### config.mk
export PLATFORM = sky130hd
export DESIGN_NAME = unsigned_divider_flat
export DESIGN_NICKNAME = d
export VERILOG_FILES = /design/src/rtl/unsigned_divider_if.sv /design/src/rtl/unsigned_divider.sv /design/src/flat_wrapper.sv
export SDC_FILE = /design/constraint.sdc
export NUM_CORES = 1
export LEC_CHECK = 0
export ABC_CLOCK_PERIOD_IN_PS = 2300
export CAP_MARGIN = 0
export CORE_MARGIN = 2
export CORE_UTILIZATION = 54
export DETAILED_ROUTE_END_ITERATION = 8
export PLACE_DENSITY_LB_ADDON = 0.3
export SYNTH_ARGS = -nofsm -noshare
export SYNTH_HDL_FRONTEND = slang
export SYNTH_SLANG_ARGS = --single-unit
### constraint.sdc
create_clock -name clk -period 2.3 [get_ports clk]
set_input_delay 0.46 -clock clk [delete_from_list [all_inputs] [get_ports clk]]
set_output_delay 0.46 -clock clk [all_outputs]
set_load 0.05 [all_outputs]
### src/rtl/unsigned_divider_if.sv
// Operand/result bundle for the 16-by-8 unsigned divider.
// The master drives the operands and start, and the slave returns the results.
interface unsigned_divider_if;
    logic        start;
    logic [15:0] dividend;
    logic [7:0]  divisor;
    logic        busy;
    logic        done;
    logic [7:0]  quotient;
    logic [7:0]  remainder;
    logic        div_by_zero;
    logic        overflow;

    modport master (
        output start, dividend, divisor,
        input  busy, done, quotient, remainder, div_by_zero, overflow
    );

    modport slave (
        input  start, dividend, divisor,
        output busy, done, quotient, remainder, div_by_zero, overflow
    );
endinterface

### src/rtl/unsigned_divider.sv
// Sequential 16-by-8 unsigned restoring divider, one quotient bit per clock.
// Divide-by-zero and quotient overflow are resolved on the accepting edge without iterating.
module unsigned_divider (
    input logic               clk,
    input logic               rst_n,
    unsigned_divider_if.slave bus
);

    typedef enum logic [0:0] {StIdle, StRun} state_e;

    state_e     state_q, state_d;
    logic [2:0] cnt_q, cnt_d;
    logic [7:0] part_q, part_d;
    logic [7:0] low_q, low_d;
    logic [7:0] dvs_q, dvs_d;
    logic [7:0] acc_q, acc_d;
    logic [7:0] quo_q, quo_d;
    logic [7:0] rem_q, rem_d;
    logic       busy_q, busy_d;
    logic       done_q, done_d;
    logic       dbz_q, dbz_d;
    logic       ovf_q, ovf_d;

    logic [8:0] trial;
    logic       take;
    logic [7:0] next_part;

    // Partial remainder is always below the divisor, so the difference fits 8 bits.
    assign trial     = {part_q, low_q[7]};
    assign take      = (trial >= {1'b0, dvs_q});
    assign next_part = take ? (trial[7:0] - dvs_q) : trial[7:0];

    always_comb begin
        state_d = state_q;
        cnt_d   = cnt_q;
        part_d  = part_q;
        low_d   = low_q;
        dvs_d   = dvs_q;
        acc_d   = acc_q;
        quo_d   = quo_q;
        rem_d   = rem_q;
        busy_d  = busy_q;
        done_d  = 1'b0;
        dbz_d   = dbz_q;
        ovf_d   = ovf_q;

        case (state_q)
            StIdle: begin
                if (bus.start) begin
                    dbz_d = 1'b0;
                    ovf_d = 1'b0;
                    if (bus.divisor == 8'h00) begin
                        quo_d  = 8'hFF;
                        rem_d  = bus.dividend[7:0];
                        dbz_d  = 1'b1;
                        done_d = 1'b1;
                    end else if (bus.dividend[15:8] >= bus.divisor) begin
                        quo_d  = 8'hFF;
                        rem_d  = 8'h00;
                        ovf_d  = 1'b1;
                        done_d = 1'b1;
                    end else begin
                        part_d  = bus.dividend[15:8];
                        low_d   = bus.dividend[7:0];
                        dvs_d   = bus.divisor;
                        acc_d   = 8'h00;
                        cnt_d   = 3'd0;
                        busy_d  = 1'b1;
                        state_d = StRun;
                    end
                end
            end
            StRun: begin
                part_d = next_part;
                low_d  = {low_q[6:0], 1'b0};
                acc_d  = {acc_q[6:0], take};
                cnt_d  = cnt_q + 3'd1;
                if (cnt_q == 3'd7) begin
                    quo_d   = {acc_q[6:0], take};
                    rem_d   = next_part;
                    busy_d  = 1'b0;
                    done_d  = 1'b1;
                    state_d = StIdle;
                end
            end
            default: state_d = StIdle;
        endcase
    end

    always_ff @(posedge clk or negedge rst_n) begin
        if (!rst_n) begin
            state_q <= StIdle;
            cnt_q   <= 3'd0;
            part_q  <= 8'h00;
            low_q   <= 8'h00;
            dvs_q   <= 8'h00;
            acc_q   <= 8'h00;
            quo_q   <= 8'h00;
            rem_q   <= 8'h00;
            busy_q  <= 1'b0;
            done_q  <= 1'b0;
            dbz_q   <= 1'b0;
            ovf_q   <= 1'b0;
        end else begin
            state_q <= state_d;
            cnt_q   <= cnt_d;
            part_q  <= part_d;
            low_q   <= low_d;
            dvs_q   <= dvs_d;
            acc_q   <= acc_d;
            quo_q   <= quo_d;
            rem_q   <= rem_d;
            busy_q  <= busy_d;
            done_q  <= done_d;
            dbz_q   <= dbz_d;
            ovf_q   <= ovf_d;
        end
    end

    assign bus.busy        = busy_q;
    assign bus.done        = done_q;
    assign bus.quotient    = quo_q;
    assign bus.remainder   = rem_q;
    assign bus.div_by_zero = dbz_q;
    assign bus.overflow    = ovf_q;

endmodule

### src/flat_wrapper.sv
// flat-port wrapper written by rule: the top's interface ports become plain ports
module unsigned_divider_flat 
  (clk, rst_n, bus_start, bus_dividend, bus_divisor, bus_busy, bus_done, bus_quotient, bus_remainder, bus_div_by_zero, bus_overflow);
  unsigned_divider_if bus_i ();
  input logic clk;
  input logic rst_n;
  input wire logic [$bits(bus_i.start)-1:0] bus_start;
  input wire logic [$bits(bus_i.dividend)-1:0] bus_dividend;
  input wire logic [$bits(bus_i.divisor)-1:0] bus_divisor;
  output wire logic [$bits(bus_i.busy)-1:0] bus_busy;
  output wire logic [$bits(bus_i.done)-1:0] bus_done;
  output wire logic [$bits(bus_i.quotient)-1:0] bus_quotient;
  output wire logic [$bits(bus_i.remainder)-1:0] bus_remainder;
  output wire logic [$bits(bus_i.div_by_zero)-1:0] bus_div_by_zero;
  output wire logic [$bits(bus_i.overflow)-1:0] bus_overflow;
  assign bus_i.start = bus_start;
  assign bus_i.dividend = bus_dividend;
  assign bus_i.divisor = bus_divisor;
  assign bus_busy = bus_i.busy;
  assign bus_done = bus_i.done;
  assign bus_quotient = bus_i.quotient;
  assign bus_remainder = bus_i.remainder;
  assign bus_div_by_zero = bus_i.div_by_zero;
  assign bus_overflow = bus_i.overflow;
  unsigned_divider u_core (.clk(clk), .rst_n(rst_n), .bus(bus_i));
endmodule
# Yosys cells after proc, flatten, opt, wreduce, memory -nomap -nowiden
# Cells that the tools add are included.
# op_classes
n_addsub	2
order_cmp	2
eq_ne	6
mux	44
bitwise	3
reduce_logical	6
# ops
operator	count
$mux W8	15
$pmux W8 S2	4
$mux W7	3
$mux W1	14
$pmux W7 S2	1
$ge A9 B8 Y1	1
$mux W3	3
$ge A8 B8 Y1	1
$logic_not A8 Y1	1
$ne A2 B2 Y1 const B	4
$reduce_and A4 Y1	2
$sub A8 B8 Y8	1
$pmux W1 S2	3
$pmux W3 S2	1
$reduce_and A3 Y1	2
$add A3 B1 Y3 const B	1
$eq A3 B3 Y1 const B	1
$ne A3 B1 Y1 const B	1
$not A1 Y1	3
$reduce_and A2 Y1	1
# word_totals
regBits	55
in_bits	27
out_inout_bits	20
wordCells	75

# Depth between registers and ports, before layout
# Gate-level depths: netlist of the first run.
# logic_depth
word_depth	5
ltp_mapped	9
ltp_nobuf	8

# Worst setup path before layout of the first run
# Ideal clock, no wire load.
# synth_path
path_type	in2reg
start	in bus_divisor[2]
end	reg u_core.dvs_q[0]
setup_ps	128
t_arrival_ps	2140
required_ps	2172
path_slack_ps	33
path_stages	7
n_path_buf	0
cell_sequence	inv_1 ha_1 a211o_1 a31oi_4 o2111ai_2 nor2_4 mux2_1
# synth_via
elab_chain_cells	3
word_cells_on_any_way	5
classes_between	order compare (1); bitwise (2); reduce/logical (2)
# synth_rtl
element	line_no	source
start, declared	flat_wrapper.sv:9	input wire logic [$bits(bus_i.divisor)-1:0] bus_divisor;
$ge A8 B8 Y1 / $logic_not A8 Y1 (equally long branches)	unsigned_divider.sv:57, unsigned_divider.sv:52	
$not A1 Y1 (no source line)	--	
$reduce_and A4 Y1 (no source line) *	--	
end signal, assigned	unsigned_divider.sv:109	dvs_q <= dvs_d;
end, declared	unsigned_divider.sv:15	logic [7:0] dvs_q, dvs_d;
# Mark *: on every way between the ends. The rest lies on a longest branch, timed or not.
# A chain may end at the register's enable or synchronous reset.

# Worst setup path in the final report of the first run
# layout_path
start	reg u_core.part_q[1]
end	reg u_core.part_q[5]
# layout_via
elab_chain_cells	3
word_cells_on_any_way	4
classes_between	add/sub (1); order compare (1); mux (2)
# layout_rtl
element	line_no	source
start, declared	unsigned_divider.sv:13	logic [7:0] part_q, part_d;
start signal, assigned	unsigned_divider.sv:107	part_q <= part_d;
$sub A8 B8 Y8 / $ge A9 B8 Y1 (equally long branches)	unsigned_divider.sv:31, unsigned_divider.sv:30	
$mux W8 *	unsigned_divider.sv:31	assign next_part = take ? (trial[7:0] - dvs_q) : trial[7:0];
$pmux W8 S2 *	unsigned_divider.sv:47	case (state_q)
# Marks and branches as above.

==> results.sh, run 1 <==
export IMPL_drt_iter0_markers=227
export IMPL_power_share_switching=0.485
export IMPL_peakVddDrop_mv=1.15
export IMPL_postSynthCellCount=318
export IMPL_fmax_ghz=0.424
export IMPL_violations="negative setup slack"
export IMPL_final_common_cell="dfrtp_1"
export IMPL_hold_violations=0
export IMPL_h_tree_depth=2
export IMPL_p_per_area_mw_per_mm2=1470
export IMPL_critical_path_required_ns=2.50
export IMPL_grtUsageTotal=0.272
export IMPL_avgSynthCellArea_um2=10.0
export IMPL_ys_seq_area_frac=0.432
export IMPL_period_needed_ns=2.36
export IMPL_layout_common_cells="dfrtp_1 (55), buf_4 (41), nand2_1 (38)"
export IMPL_switching_power_w=0.00308
export IMPL_setup_ws_ns=-0.0603
export IMPL_p_leak_nw=1.97
export IMPL_r2r_start="u_core.part_q[1]"
export IMPL_die_x_um=80.8
export IMPL_grt_ovfl_total=0
export IMPL_cts_root_buf="clkbuf_8"
export IMPL_clkPwrFrac=0.092
export IMPL_drv_slew=0
export IMPL_utilization=0.772
export IMPL_clock_path_buffers=2
export IMPL_path_buf_inv=0
export IMPL_initial_core_util=0.568
export IMPL_n_antenna_cell=0
export IMPL_drtAntennaViolNets=0
export IMPL_grt_pass1_vias=2903
export IMPL_fin_skew_ns=0.0114
export IMPL_cts_sinks=55
export IMPL_grt_pass1_wl_um=13600
export IMPL_setup_viol_count_final=2
export IMPL_period_share=1.03
export IMPL_netlist_area_mm2=0.00318
export IMPL_hpwl_um=6040
export IMPL_synth_cell_types=43
export IMPL_area_growth_pct=36.0
export IMPL_syn_nets=364
export IMPL_crit_slowest_cell="a311oi_1"
export IMPL_clk_latency_ns=0.32
export IMPL_p_int_w=0.00328
export IMPL_r2r_end="u_core.part_q[5]"
export IMPL_dieArea_mm2=0.00652
export IMPL_crit_type="flop to flop"
export IMPL_grt_max_degree=54
export IMPL_io_pins=47
export IMPL_clkTransAtPathRegs_ns=0.11
export IMPL_r2r_slack_ns=-0.06
export IMPL_p_seq_frac=0.272
export IMPL_drt_total_wl_um=8770
export IMPL_avgViaCountPerCell=6.02
export IMPL_critPathTopFamily="compound AO/OA/AOI/OAI gates"
export IMPL_tns_ns=-0.0862
export IMPL_ys_ff_latch=55
export IMPL_setup_worst_path_end_class="flop"
export IMPL_wl_per_cell_um=18.4
export IMPL_worstPathCellList="ha_1, nor2_1, a211oi_1, o21ai_0, a311oi_1, a31oi_1"
export IMPL_combPwrFrac=0.636
export IMPL_startpoint_type="flop"
export IMPL_antenna_found_initial=0
export IMPL_slowest_delay_ns=0.53
export IMPL_holdWs_ns=0.106
export IMPL_remaining_drc_errors=0
export IMPL_core_area_mm2=0.00561
export IMPL_tightest_slew_ns=0.795
export IMPL_drive_gt1_frac=0.212
export IMPL_fin_nets=451
export IMPL_yosys_warnings=0
export IMPL_cts_tree="built"
export IMPL_worst_ep_arrival_time_ns=2.56
export IMPL_reg2reg_depth=6
export IMPL_vias=2876
export IMPL_dr_pass1_iters=5
export IMPL_gp_congestion=0.960
export IMPL_die_h_um=80.8
export IMPL_numCtsBuffers=5
export IMPL_path_max_fanout=5
export IMPL_maxCapViolations=0
export IMPL_relSlewSlack=0.468
export IMPL_port_buffers=46
export IMPL_status="complete, but fails checks"
export IMPL_rows=27
export IMPL_min_delay_path_class="primary input to async pin"
[cell families after synthesis]
group / count (synthesis) / synth area share
multiplexers: 27 / 0.0853
AND/OR/NAND/NOR: 79 / 0.118
buffers and inverters: 38 / 0.0562
AO/OA/AOI/OAI: 97 / 0.223
XOR/XNOR: 3 / 0.00826
adder cells (fa/ha/maj): 19 / 0.0770
flip-flops: 55 / 0.432
[state kept, by name, indices dropped and copies added (netlist names)]
name / flops
u_core.low_q: 8
u_core.bus.done: 1
u_core.acc_q: 7
u_core.cnt_q: 3
u_core.bus.overflow: 1
u_core.part_q: 8
u_core.bus.remainder: 8
u_core.state_q: 1
u_core.bus.div_by_zero: 1
u_core.bus.quotient: 8
u_core.dvs_q: 8
u_core.bus.busy: 1
[cell usage after synthesis (all sizes together)]
library cell  number  share of area
xor2               2         0.0055
buf                7          0.020
inv               23          0.027
o311ai             1         0.0028
ha                18          0.071
nor4               2         0.0039
fa                 1         0.0063
clkbuf             8         0.0094
or2                2         0.0039
nand2             38          0.045
nand3              9          0.014
o22a               1         0.0028
a21o               6          0.014
mux2               1         0.0035
a32oi              5          0.014
o21ai             27          0.042
a31oi             10          0.024
a22oi              2         0.0047
nand4              4         0.0079
o211ai             5          0.016
xnor2              1         0.0028
a221oi             1         0.0083
nor2               9          0.013
a21oi              9          0.014
nor2b              2         0.0039
a311oi             1         0.0028
mux2i             26          0.082
o2bb2ai            1         0.0028
and2               1         0.0028
o2111a             1         0.0039
o2111ai            2         0.0094
a211oi            13          0.031
o21a               8          0.019
nand2b             3         0.0059
or3                9          0.018
dfrtp             55           0.43
a211o              4          0.011
[metal layers]
| layer | part of all wire | vias to the layer above | wire [um] | global-route usage |
|---|---|---|---|---|
| met1 | 0.41 | 1377 | 3610 | 0.355 |
| met2 | 0.49 | 136 | 4290 | 0.468 |
| met4 | 0.028 | 0 | 243 | 0.0831 |
| met3 | 0.071 | 25 | 623 | 0.0433 |
| li1 | - | 1338 | - | - |
| met5 | 0 | - | 0 | 0 |
[through the flow]
step	instances	worst slack (ns)	area [um2]	power, W
after floorplan	318	0.0329	3180	0.00429
after global placement	468	-0.353	4030	0.00531
after detailed placement	468	-0.413	4030	0.00548
after CTS	476	-0.00115	4230	0.00619
after global routing	478	-0.196	4330	0.00677
final	478	-0.0603	4330	0.00636
[what timing repair did]
item                       4_1_cts  5_1_grt
hold buffers                     0        0
setup endpoints to repair       33       35
resized for setup               13       24
pin swaps                        9        7
gates cloned                     0        1
buffers inserted                 0        1
[worst max-delay path by stage]
stage	end	startpoint	cells after the start	slack (ns)
after floorplan	u_core.dvs_q[0]	bus_divisor[2]	7	0.03
final	u_core.part_q[5]	u_core.part_q[1]	6	-0.06
after detailed placement	u_core.low_q[1]	bus_divisor[2]	9	-0.41
after global placement	u_core.bus.quotient[5]	bus_divisor[2]	10	-0.35
after global routing	u_core.part_q[5]	u_core.part_q[3]	6	-0.20
after CTS	u_core.bus.quotient[6]	bus_divisor[5]	10	-0.001
[power by group through the flow]
| stage | Combinational (W) | Clock, W | Sequential, W |
|---|---|---|---|
| 2_1_floorplan | 0.00214 | 0 | 0.00215 |
| 3_3_place_gp | 0.00361 | 0 | 0.00171 |
| 3_5_place_dp | 0.00374 | 0 | 0.00173 |
| 4_1_cts | 0.00388 | 0.000590 | 0.00171 |
| 5_1_grt | 0.00438 | 0.000624 | 0.00177 |
| 6_report | 0.00405 | 0.000584 | 0.00173 |
[final cells by class]
type / instances / area, um2
clock buffers: 5 / 68.8
clock inverters: 3 / 27.5
fillers: 388 / 1280
inverters: 23 / 86.3
multi-input cells: 225 / 1750
flip-flops and latches: 55 / 1380
well taps: 72 / 90.1
repair buffers: 95 / 930
(Power assumes the default switching activity.)
==> run 2: changes to the inputs <==
--- a/config.mk
+++ b/config.mk
@@ -5,10 +5,11 @@
 export SDC_FILE = /design/constraint.sdc
 export NUM_CORES = 1
 export LEC_CHECK = 0
+export ABC_AREA = 1
 export ABC_CLOCK_PERIOD_IN_PS = 2300
 export CAP_MARGIN = 0
 export CORE_MARGIN = 2
-export CORE_UTILIZATION = 54
+export CORE_UTILIZATION = 55
 export DETAILED_ROUTE_END_ITERATION = 8
 export PLACE_DENSITY_LB_ADDON = 0.3
 export SYNTH_ARGS = -nofsm -noshare
==> run 2 against run 1 <==
Wire length fell by 6.0%; total power fell by 1.2%; largest cell class unchanged; highest routed layer unchanged; sequential cell count did not move; largest power group unchanged; clock power fell by 3%; critical path depth rose by 5; non-clock buffer count fell by 25; the flow now finishes without violations; fmax rose by 9.7%; utilization fell by 7.1 points; critical path type is now primary input to flop.
==> results.sh, run 2 <==
export IMPL_grtUsageTotal=0.269
export IMPL_avgViaCountPerCell=5.49
export IMPL_ys_ff_latch=55
export IMPL_drt_total_wl_um=8250
export IMPL_wl_per_cell_um=14.5
export IMPL_clk_latency_ns=0.31
export IMPL_grt_use_met2=0.438
export IMPL_fin_area_mm2=0.00413
export IMPL_fmax_ghz=0.465
export IMPL_yosys_warnings=0
export IMPL_io_pins=47
export IMPL_synth_main_ff_cell="dfrtp_1"
export IMPL_grt_pass1_wl_um=13700
export IMPL_hold_violations=0
export IMPL_synth_cell_types=32
export IMPL_relSlewSlack=0.657
export IMPL_cts_tree="built"
export IMPL_ys_seq_area_frac=0.413
export IMPL_hpwl_um=6330
export IMPL_period_share=0.935
export IMPL_grt_ovfl_total=0
export IMPL_cts_hold_buf=0
export IMPL_setup_viol_count_final=0
export IMPL_power_w=0.00629
export IMPL_period_needed_ns=2.15
export IMPL_drtAntennaViolNets=0
export IMPL_vias=3129
export IMPL_port_buffers=46
export IMPL_dr_pass1_iters=5
export IMPL_rows=28
export IMPL_drv_slew=0
export IMPL_antenna_found_initial=0
export IMPL_rsz0062_at_grt="false"
export IMPL_cts_resized=0
export IMPL_postCtsSetupRepairBufs=0
export IMPL_tns_ns=0
export IMPL_numCtsBuffers=5
export IMPL_layout_common_cells="nand2_1 (123), nand3_1 (70), inv_1 (55), dfrtp_1 (55), clkdlybuf4s50_1 (45)"
export IMPL_final_common_cell="nand2_1"
export IMPL_cts_root_buf="clkbuf_8"
export IMPL_p_per_area_mw_per_mm2=1520
export IMPL_path_max_fanout=10
export IMPL_postSynthCellCount=432
export IMPL_r2r_slack_ns=0.18
export IMPL_grt_pass1_vias=2919
export IMPL_netlist_area_mm2=0.00334
export IMPL_fin_skew_ns=0.00796
export IMPL_synth_edf_count=0
export IMPL_h_tree_depth=2
export IMPL_placed_cell_area_mm2=0.00402
export IMPL_dieArea_mm2=0.00670
export IMPL_synth_area_leaders="dfrtp_1 (41%), nand2_1 (14%), nand3_1 (11%), ha_1 (6.8%), inv_1 (6.2%)"
export IMPL_p_leak_nw=2.14
export IMPL_async_reset_ff_frac=1.00
export IMPL_core_area_mm2=0.00589
export IMPL_syn_nets=478
export IMPL_die_h_um=81.9
export IMPL_clock_path_buffers=2
export IMPL_peakVddDrop_mv=0.755
export IMPL_clkTransAtPathRegs_ns=0.11
export IMPL_maxCapViolations=0
export IMPL_n_antenna_cell=0
export IMPL_setup_worst_path_end_class="flop"
export IMPL_drt_iter0_markers=282
export IMPL_cts_sinks=55
export IMPL_crit_type="primary input to flop"
export IMPL_synth_most_common_cell="nand2_1"
export IMPL_remaining_drc_errors=0
export IMPL_avgSynthCellArea_um2=7.72
export IMPL_synth_common_cells="nand2_1 (123), nand3_1 (70), dfrtp_1 (55), inv_1 (55), o21ai_0 (22)"
export IMPL_nFillCells=503
export IMPL_drive_gt1_frac=0.113
export IMPL_area_growth_pct=23.7
export IMPL_yosysTopAreaCell="dfrtp_1"
export IMPL_synth_top_cell_area_share=0.413
export IMPL_grt_util_met1=0.369
export IMPL_reg2reg_depth=10
export IMPL_fin_nets=540
export IMPL_min_delay_path_class="primary input to async pin"
export IMPL_grt_max_degree=31
export IMPL_tightest_slew_ns=0.513
export IMPL_worst_ep_arrival_time_ns=2.36
export IMPL_grtUsageMet3=0.0418
export IMPL_critical_path_required_ns=2.51
export IMPL_gp_congestion=0.902
export IMPL_grt_busiest_layer="met2"
export IMPL_initial_core_util=0.567
export IMPL_die_x_um=81.9
export IMPL_startpoint_type="primary input"
export IMPL_status="complete, no violations"
[run 2: cell types whose count changed in the layout (fill, tap and decap cells not counted), sizes merged, moves of 7 or more]
cell	before	now
nand4	4	14
or3	9	0
a31oi	10	0
dlymetal6s2s	11	0
a211oi	13	0
buf	49	25
clkdlybuf4s50	34	45
inv	25	58
nand3	9	70
nor2	9	25
o21a	8	1
mux2i	26	0
nand2	38	129
[run 2: final cells by class]
type | instances | area, um2 | area share
flip-flops and latches | 55 | 1380 | 0.334
repair buffers | 70 | 686 | 0.166
inverters | 56 | 210 | 0.0510
clock buffers | 5 | 68.8 | 0.0167
clock inverters | 3 | 25.0 | 0.00607
well taps | 75 | 93.8 | 0.0227
multi-input cells | 306 | 1670 | 0.404
[run 2: path summary, 6_finish.rpt]
path	start	endpoint
worst max-delay path	bus_divisor[7]	u_core.bus.remainder[1]
worst min-delay path	rst_n	u_core.low_q[3]
worst max register to register	u_core.part_q[3]	u_core.bus.remainder[2]
worst min register to register	u_core.cnt_q[0]	u_core.cnt_q[0]
max in group asynchronous	rst_n	u_core.part_q[3]
min in group clk	u_core.cnt_q[0]	u_core.cnt_q[0]
[run 2: critical path, stage by stage]
cell and delay (ns):
clkdlybuf4s50_1 0.48, inv_1 0.05, ha_1 0.29, nand2_1 0.09, nor2_2 0.13, nand4_1 0.22, nand4_2 0.18, nand2_4 0.10
buf_4 0.20, nand3_1 0.08, nand2_1 0.06
[run 2: per-layer routing]
metal | wire length, um | vias to the layer above
met4 | 223 | 0
met1 | 3680 | 1490
li1 | - | 1537
met5 | 0 | -
met3 | 338 | 21
met2 | 4000 | 81
[run 2: kinds of logic after synthesis]
group	count (synthesis)	synth area share
AO/OA/AOI/OAI	44	0.0788
XOR/XNOR	3	0.00788
adder cells (fa/ha/maj)	19	0.0735
buffers and inverters	71	0.0915
flip-flops	55	0.413
AND/OR/NAND/NOR	240	0.336
[run 2: stage by stage]
stage	hold WS (ns)	worst slack [ns]	instances	util
floorplan	0.164	0.469	432	-
global placement	0.440	-0.0797	562	0.683
detailed placement	0.437	-0.158	562	0.683
CTS	0.0943	0.177	570	0.699
global route	0.116	0.0235	570	0.701
finish	0.0919	0.149	570	0.701
[run 2: report_power, final]
part           internal [W]  switching (W)
Combinational       0.00146        0.00256
Clock              0.000223       0.000344
Sequential          0.00142       0.000286
